[src/rtl/ip_fetch_ctrl_if.sv]
// rtl/ip_fetch_ctrl_if.sv - program-memory read bus between fetch sequencer and memory
// Purpose: groups the single-outstanding byte-read handshake.
//   mem_req   : read request, held with a stable mem_addr until mem_ack
//   mem_addr  : byte address
//   mem_ack   : read complete, mem_rdata valid this cycle
//   mem_rdata : returned byte
// master modport = requester (fetch sequencer), slave modport = memory.
interface ip_fetch_ctrl_if #(
  parameter int AW = 8,
  parameter int DW = 8
) ();
  logic          mem_req;
  logic [AW-1:0] mem_addr;
  logic          mem_ack;
  logic [DW-1:0] mem_rdata;

  modport master (output mem_req, output mem_addr, input mem_ack, input mem_rdata);
  modport slave  (input mem_req, input mem_addr, output mem_ack, output mem_rdata);
endinterface

[src/rtl/ip_fetch_ctrl.sv]
// rtl/ip_fetch_ctrl.sv - instruction-fetch sequencer with prefetch queue and jump flush
// Purpose: drives the IP register controls, issues byte reads at the current IP,
// buffers returned bytes for the decoder and handles jump reload/flush.
// Ports:
//   i_clk, i_rst_n        : clock, asynchronous active-low reset
//   i_fetch_en            : allow new fetch launches
//   i_ip_q                : current IP register value
//   o_ip_en/o_ip_sel/o_ip_d : IP register enable, 0=increment 1=load, load value
//   mem                   : program-memory read bus (master side)
//   i_jmp_valid/i_jmp_target : single-cycle jump pulse and target
//   o_q_valid/o_q_data/i_q_ready/o_q_count : prefetch queue head and occupancy
module ip_fetch_ctrl #(
  parameter  int AW     = 8,
  parameter  int DW     = 8,
  parameter  int QDEPTH = 4,
  localparam int CW     = $clog2(QDEPTH + 1),
  localparam int PW     = $clog2(QDEPTH)
) (
  input  logic                  i_clk,
  input  logic                  i_rst_n,
  input  logic                  i_fetch_en,
  input  logic [AW-1:0]         i_ip_q,
  output logic                  o_ip_en,
  output logic                  o_ip_sel,
  output logic [AW-1:0]         o_ip_d,
  ip_fetch_ctrl_if.master       mem,
  input  logic                  i_jmp_valid,
  input  logic [AW-1:0]         i_jmp_target,
  output logic                  o_q_valid,
  output logic [DW-1:0]         o_q_data,
  input  logic                  i_q_ready,
  output logic [CW-1:0]         o_q_count
);

  typedef enum logic [1:0] {S_IDLE, S_BUSY, S_DISCARD} state_t;

  state_t        r_state, w_state_nxt;
  logic          r_mem_req, w_mem_req_nxt;
  logic [AW-1:0] r_mem_addr, w_mem_addr_nxt;
  logic [DW-1:0] r_q_mem [QDEPTH];
  logic [PW-1:0] r_wptr, r_rptr;
  logic [CW-1:0] r_count;
  logic          w_pop, w_push, w_flush, w_ip_en, w_ip_sel;
  logic [CW:0]   w_cnt_after;
  logic          w_room_now, w_room_next;

  assign w_pop       = o_q_valid && i_q_ready;
  assign w_room_now  = r_count < CW'(QDEPTH);
  // Occupancy after this cycle's push and pop; the follow-on fetch needs a free
  // slot reserved beyond that.
  assign w_cnt_after = {1'b0, r_count} + (CW+1)'(1) - (CW+1)'(w_pop);
  assign w_room_next = w_cnt_after < (CW+1)'(QDEPTH);

  always_comb begin
    w_state_nxt    = r_state;
    w_mem_req_nxt  = r_mem_req;
    w_mem_addr_nxt = r_mem_addr;
    w_push         = 1'b0;
    w_flush        = 1'b0;
    w_ip_en        = 1'b0;
    w_ip_sel       = 1'b0;
    case (r_state)
      S_IDLE: begin
        if (i_jmp_valid) begin
          w_ip_en  = 1'b1;
          w_ip_sel = 1'b1;
          w_flush  = 1'b1;
        end else if (i_fetch_en && w_room_now) begin
          w_mem_req_nxt  = 1'b1;
          w_mem_addr_nxt = i_ip_q;
          w_state_nxt    = S_BUSY;
        end
      end
      S_BUSY: begin
        if (i_jmp_valid) begin
          w_ip_en  = 1'b1;
          w_ip_sel = 1'b1;
          w_flush  = 1'b1;
          if (mem.mem_ack) begin
            w_mem_req_nxt = 1'b0;
            w_state_nxt   = S_IDLE;
          end else begin
            w_state_nxt   = S_DISCARD;
          end
        end else if (mem.mem_ack) begin
          w_push  = 1'b1;
          w_ip_en = 1'b1;
          if (i_fetch_en && w_room_next) begin
            // IP increments this cycle, so the next byte lives at ip_q+1.
            w_mem_addr_nxt = i_ip_q + AW'(1);
          end else begin
            w_mem_req_nxt = 1'b0;
            w_state_nxt   = S_IDLE;
          end
        end
      end
      S_DISCARD: begin
        if (i_jmp_valid) begin
          w_ip_en  = 1'b1;
          w_ip_sel = 1'b1;
          w_flush  = 1'b1;
        end
        if (mem.mem_ack) begin
          w_mem_req_nxt = 1'b0;
          w_state_nxt   = S_IDLE;
        end
      end
      default: begin
        w_mem_req_nxt = 1'b0;
        w_state_nxt   = S_IDLE;
      end
    endcase
  end

  always_ff @(posedge i_clk or negedge i_rst_n) begin
    if (!i_rst_n) begin
      r_state    <= S_IDLE;
      r_mem_req  <= 1'b0;
      r_mem_addr <= '0;
    end else begin
      r_state    <= w_state_nxt;
      r_mem_req  <= w_mem_req_nxt;
      r_mem_addr <= w_mem_addr_nxt;
    end
  end

  always_ff @(posedge i_clk or negedge i_rst_n) begin
    if (!i_rst_n) begin
      for (int i = 0; i < QDEPTH; i++) r_q_mem[i] <= '0;
      r_wptr  <= '0;
      r_rptr  <= '0;
      r_count <= '0;
    end else if (w_flush) begin
      r_wptr  <= '0;
      r_rptr  <= '0;
      r_count <= '0;
    end else begin
      if (w_push) begin
        r_q_mem[r_wptr] <= mem.mem_rdata;
        r_wptr          <= r_wptr + PW'(1);
      end
      if (w_pop) r_rptr <= r_rptr + PW'(1);
      r_count <= r_count + CW'(w_push) - CW'(w_pop);
    end
  end

  // IP controls are held inactive while reset is asserted.
  assign o_ip_en      = i_rst_n && w_ip_en;
  assign o_ip_sel     = i_rst_n && w_ip_sel;
  assign o_ip_d       = i_rst_n ? i_jmp_target : '0;
  assign mem.mem_req  = r_mem_req;
  assign mem.mem_addr = r_mem_addr;
  assign o_q_valid    = r_count != '0;
  assign o_q_data     = r_q_mem[r_rptr];
  assign o_q_count    = r_count;

endmodule

[src/flat_wrapper.sv]
// flat-port wrapper written by rule: the top's interface ports become plain ports
module ip_fetch_ctrl_flat 
#(
  parameter  int AW     = 8,
  parameter  int DW     = 8,
  parameter  int QDEPTH = 4,
  localparam int CW     = $clog2(QDEPTH + 1),
  localparam int PW     = $clog2(QDEPTH)
)
  (i_clk, i_rst_n, i_fetch_en, i_ip_q, o_ip_en, o_ip_sel, o_ip_d, i_jmp_valid, i_jmp_target, o_q_valid, o_q_data, i_q_ready, o_q_count, mem_mem_req, mem_mem_addr, mem_mem_ack, mem_mem_rdata);
  ip_fetch_ctrl_if #(.AW(AW), .DW(DW)) mem_i ();
  input  logic i_clk;
  input  logic i_rst_n;
  input  logic i_fetch_en;
  input  logic [AW-1:0] i_ip_q;
  output logic o_ip_en;
  output logic o_ip_sel;
  output logic [AW-1:0] o_ip_d;
  input  logic i_jmp_valid;
  input  logic [AW-1:0] i_jmp_target;
  output logic o_q_valid;
  output logic [DW-1:0] o_q_data;
  input  logic i_q_ready;
  output logic [CW-1:0] o_q_count;
  output wire logic [$bits(mem_i.mem_req)-1:0] mem_mem_req;
  output wire logic [$bits(mem_i.mem_addr)-1:0] mem_mem_addr;
  input wire logic [$bits(mem_i.mem_ack)-1:0] mem_mem_ack;
  input wire logic [$bits(mem_i.mem_rdata)-1:0] mem_mem_rdata;
  assign mem_mem_req = mem_i.mem_req;
  assign mem_mem_addr = mem_i.mem_addr;
  assign mem_i.mem_ack = mem_mem_ack;
  assign mem_i.mem_rdata = mem_mem_rdata;
  ip_fetch_ctrl #(.AW(AW), .DW(DW), .QDEPTH(QDEPTH)) u_core (.i_clk(i_clk), .i_rst_n(i_rst_n), .i_fetch_en(i_fetch_en), .i_ip_q(i_ip_q), .o_ip_en(o_ip_en), .o_ip_sel(o_ip_sel), .o_ip_d(o_ip_d), .mem(mem_i), .i_jmp_valid(i_jmp_valid), .i_jmp_target(i_jmp_target), .o_q_valid(o_q_valid), .o_q_data(o_q_data), .i_q_ready(i_q_ready), .o_q_count(o_q_count));
endmodule
[config.mk]
export PLATFORM = sky130hd
export DESIGN_NAME = ip_fetch_ctrl_flat
export DESIGN_NICKNAME = d
export VERILOG_FILES = /design/src/rtl/ip_fetch_ctrl_if.sv /design/src/rtl/ip_fetch_ctrl.sv /design/src/flat_wrapper.sv
export SDC_FILE = /design/constraint.sdc
export NUM_CORES = 1
export LEC_CHECK = 0
export ABC_AREA = 1
export CORE_ASPECT_RATIO = 0.8
export CORE_UTILIZATION = 35
export CTS_CLUSTER_SIZE = 40
export DETAILED_ROUTE_END_ITERATION = 8
export PLACE_DENSITY_LB_ADDON = 0.08
export SKIP_CTS_REPAIR_TIMING = 1
export SYNTH_ARGS = -nofsm -noshare
export SYNTH_HDL_FRONTEND = slang
export SYNTH_SLANG_ARGS = --single-unit
[constraint.sdc]
create_clock -name i_clk -period 2.66 [get_ports i_clk]
set_input_delay 0.665 -clock i_clk [delete_from_list [all_inputs] [get_ports i_clk]]
set_output_delay 0.665 -clock i_clk [all_outputs]
set_load 0.01 [all_outputs]
==> implementation parameters <==
Parameter                              Value

Critical path
  Type of the worst setup path    primary input to output pin
  Cell-by-cell trace of the critical path    clkdlybuf4s50_1 > nand2_1 > nor2_1 > clkdlybuf4s50_1
  Required time worst endpoint    2000 ps
  Data arrival time of the worst path    1920 ps
  CP startpoint kind    primary input
  Kind of end point of the critical path    output pin
  First element of the critical path    i_jmp_valid
  Worst-path fanout max    3
  Critical path's slowest cell    clkdlybuf4s50_1
  FF-to-FF setup slack    450 ps
  Delay contributed by the slowest stage of the critical path    570 ps
  Family with the most delay on the worst path    buffers and inverters
  Worst path buffer plus inverter count    2
  Number of cell instances on the worst register-to-register path    10
  Reg-to-Reg Start    u_core.o_q_count[1]
  Worst path most repeated cell    clkdlybuf4s50_1
  RR Endpoint    u_core.o_q_count[2]

Synthesis
  Sequential area share after synthesis    47.4%
  Count of distinct cell types in the synthesized netlist    26
  Post-synthesis instance area    2640 sq um
  Gate Count Post-Synth    325
  Yosys reg bits    50
  Synth Area per Inst    8.13 sq um
  Syn_nets    364
  Number of warnings issued by yosys    0

STA
  RSZ-0062 raised after global routing    no
  Slew HR    56.5%
  Final count of negative-setup-slack endpoints    0
  Peak clock frequency supported by timing    0.386 GHz
  Final hold violation count    0
  Final Critical Period    2590 ps
  Clock Skew    7.83 ps
  Actual slew at the worst max-slew pin    652 ps
  Final Slew Violations    0
  Setup TNS after final layout    0 ps
  Final-layout worst hold slack    481 ps
  Final Cycle Share    97.3%

Place
  Weighted congestion at the end of routability-driven global placement    0.732
  I/O Buffers    60
  Dpl cells    472
  Detailed placer's ending HPWL    4190 microns
  Total placed instance area    3360 sq um

Pwr
  Gate power share    46.3%
  Worst IR drop on VDD    0.000255 V
  Switch Pwr    1.02 mW
  Net Sw Frac    36.0%
  Part of the power in the clock network    15.4%
  Power per Cell Area    822 nW/um^2
  Leakage power of the design    1.77 nW
  Design internal power    1.81 mW
  Part of the power in registers    38.3%

Clock network
  Post-CTS clock slew at the launch and capture registers of the worst setup and hold paths    90 ps
  Num CTS Buffers    5
  CTS H-Tree Depth    2
  Sink Count    50
  CTS tree    built
  Cell at the root of the clock tree    clkbuf_8
  Worst-Skew Late Latency    310 ps
  Number of buffers between clock root and the deepest sink    2

Cells and area
  Share of cells above drive strength 1    8.67%
  Post-route non-filler standard cell count    479
  Most frequent cells in the layout    nand2_1, clkdlybuf4s50_1, dfrtp_1
  Most frequent standard cell in the layout excluding fill and tap cells    nand2_1
  Layout overhead on the synthesized area    30.6%
  Util after Layout    48.6%
  Antenna cells    0
  Fill cell total of the finished layout    710
  Design area    3450 sq um
  Nets    431

Min path
  Worst Hold Path EP    u_core.mem.mem_addr[1]
  Hold crit path type    flip-flop to flip-flop
  Worst hold stages    2
  Min-delay src    u_core.mem.mem_addr[1]

Global routing
  First-pass GRT wire length    10,500 microns
  Antenna violations before repair    0
  Largest net degree at the start of global routing    51
  Number of global-route vias before repair    2,178
  All-layer global routing usage    17.1%
  GRT overflow    0

Die
  Vertical die dimension    79.7 microns
  Num rows    27
  Initial core utilization    37.2%
  Die area    7900 sq um
  Core footprint    7090 sq um
  Top-level port count    61
  Width of the die    99.1 microns

Detailed routing
  DRC violation count after routing    0
  Vias per std cell    4.69
  Number of violations reported at the end of detailed-routing iteration 0    144
  Vias post-DR    2,248
  Number of iterations in the first detailed-routing pass    4
  Remaining number of nets flagged by the antenna check after routing    0
  Final WL    6040 microns
  DR WL/cell    12.6 microns

Flow run
  Number of maximum-capacitance constraint violations    0

Status
  Result of the run    finished clean
==> metrics by stage <==
| stage | setup WS (ps) | total power, mW |
|---|---|---|
| 3_3_place_gp | -26.4 | 2.42 |
| 3_5_place_dp | -16.1 | 2.43 |
| 5_1_grt | 13.8 | 3.08 |
| 4_1_cts | -30.0 | 2.88 |
| 6_report | 71.0 | 2.84 |
| 2_1_floorplan | 541 | 1.77 |
==> flip-flops by register name (all words and copies together) (netlist names) <==
name and flops:
u_core.r_state 2, u_core.r_q_mem 32, u_core.o_q_count 3, u_core.mem.mem_addr 8, u_core.r_wptr 2, u_core.r_rptr 2, u_core.mem.mem_req 1
==> how the worst max path moves through the flow <==
stage,slack [ps],cells after the start,end
floorplan,540,10,u_core.o_q_count[2]
global placement,-30,4,o_ip_en
detailed placement,-20,4,o_ip_en
CTS,-30,4,o_ip_en
global route,10,4,o_ip_sel
finish,70,4,o_ip_sel
==> logic make-up after synthesis <==
logic type,count (synthesis),synth area share (%)
flops,50,47.4
xor+xnor,5,1.66
fa+ha+maj,9,4.55
compound gates,67,14.4
buf+inv,50,8.24
simple gates,144,23.8
==> layout make-up <==
cell class | count | area, sq um | area share [%]
Clock buffer | 5 | 68.8 | 2.00
Sequential cell | 50 | 1250 | 36.3
Tap cell | 87 | 109 | 3.16
Timing Repair Buffer | 69 | 678 | 19.7
Clock inverter | 2 | 15.0 | 0.435
Inverter | 41 | 154 | 4.46
Multi-Input combinational cell | 225 | 1170 | 34.0
==> worst min-delay path: cells and delay by family (launching register included) <==
| kind | cells | cell delay [ps] |
|---|---|---|
| flip-flops | 1 | 350 |
| AND/OR/NAND/NOR | 2 | 100 |
==> power groups by stage <==
stage	sequential, mW	clock [mW]	combinational, mW
finish	1.09	0.437	1.31
floorplan	1.12	0	0.654
global placement	1.10	0	1.32
detailed placement	1.10	0	1.33
global route	1.12	0.485	1.48
CTS	1.09	0.462	1.33
==> synthesized netlist by cell type (all sizes together) <==
cell type / instances / area (sq um)
fa: 1 / 20.0
xnor2: 1 / 8.76
inv: 41 / 154
a21oi: 3 / 18.8
nand2: 98 / 405
nand3: 15 / 75.1
ha: 8 / 100
nor2: 27 / 125
dfrtp: 50 / 1250
o22ai: 8 / 50.1
nor3: 2 / 10.0
o21ai: 54 / 297
o21a: 1 / 7.51
buf: 4 / 45.0
a21o: 1 / 7.51
xor2: 4 / 35.0
clkbuf: 5 / 18.8
or2: 1 / 6.26
nand4: 1 / 6.26
==> layer usage <==
| layer | track usage (%) | vias up | wire, microns |
|---|---|---|---|
| li1 | - | 1169 | - |
| met1 | 23.9 | 1024 | 3130 |
| met2 | 26.6 | 48 | 2590 |
| met3 | 3.50 | 7 | 246 |
| met4 | 6.03 | 0 | 80 |
| met5 | 0 | - | 0 |
(Power assumes the default switching activity.)
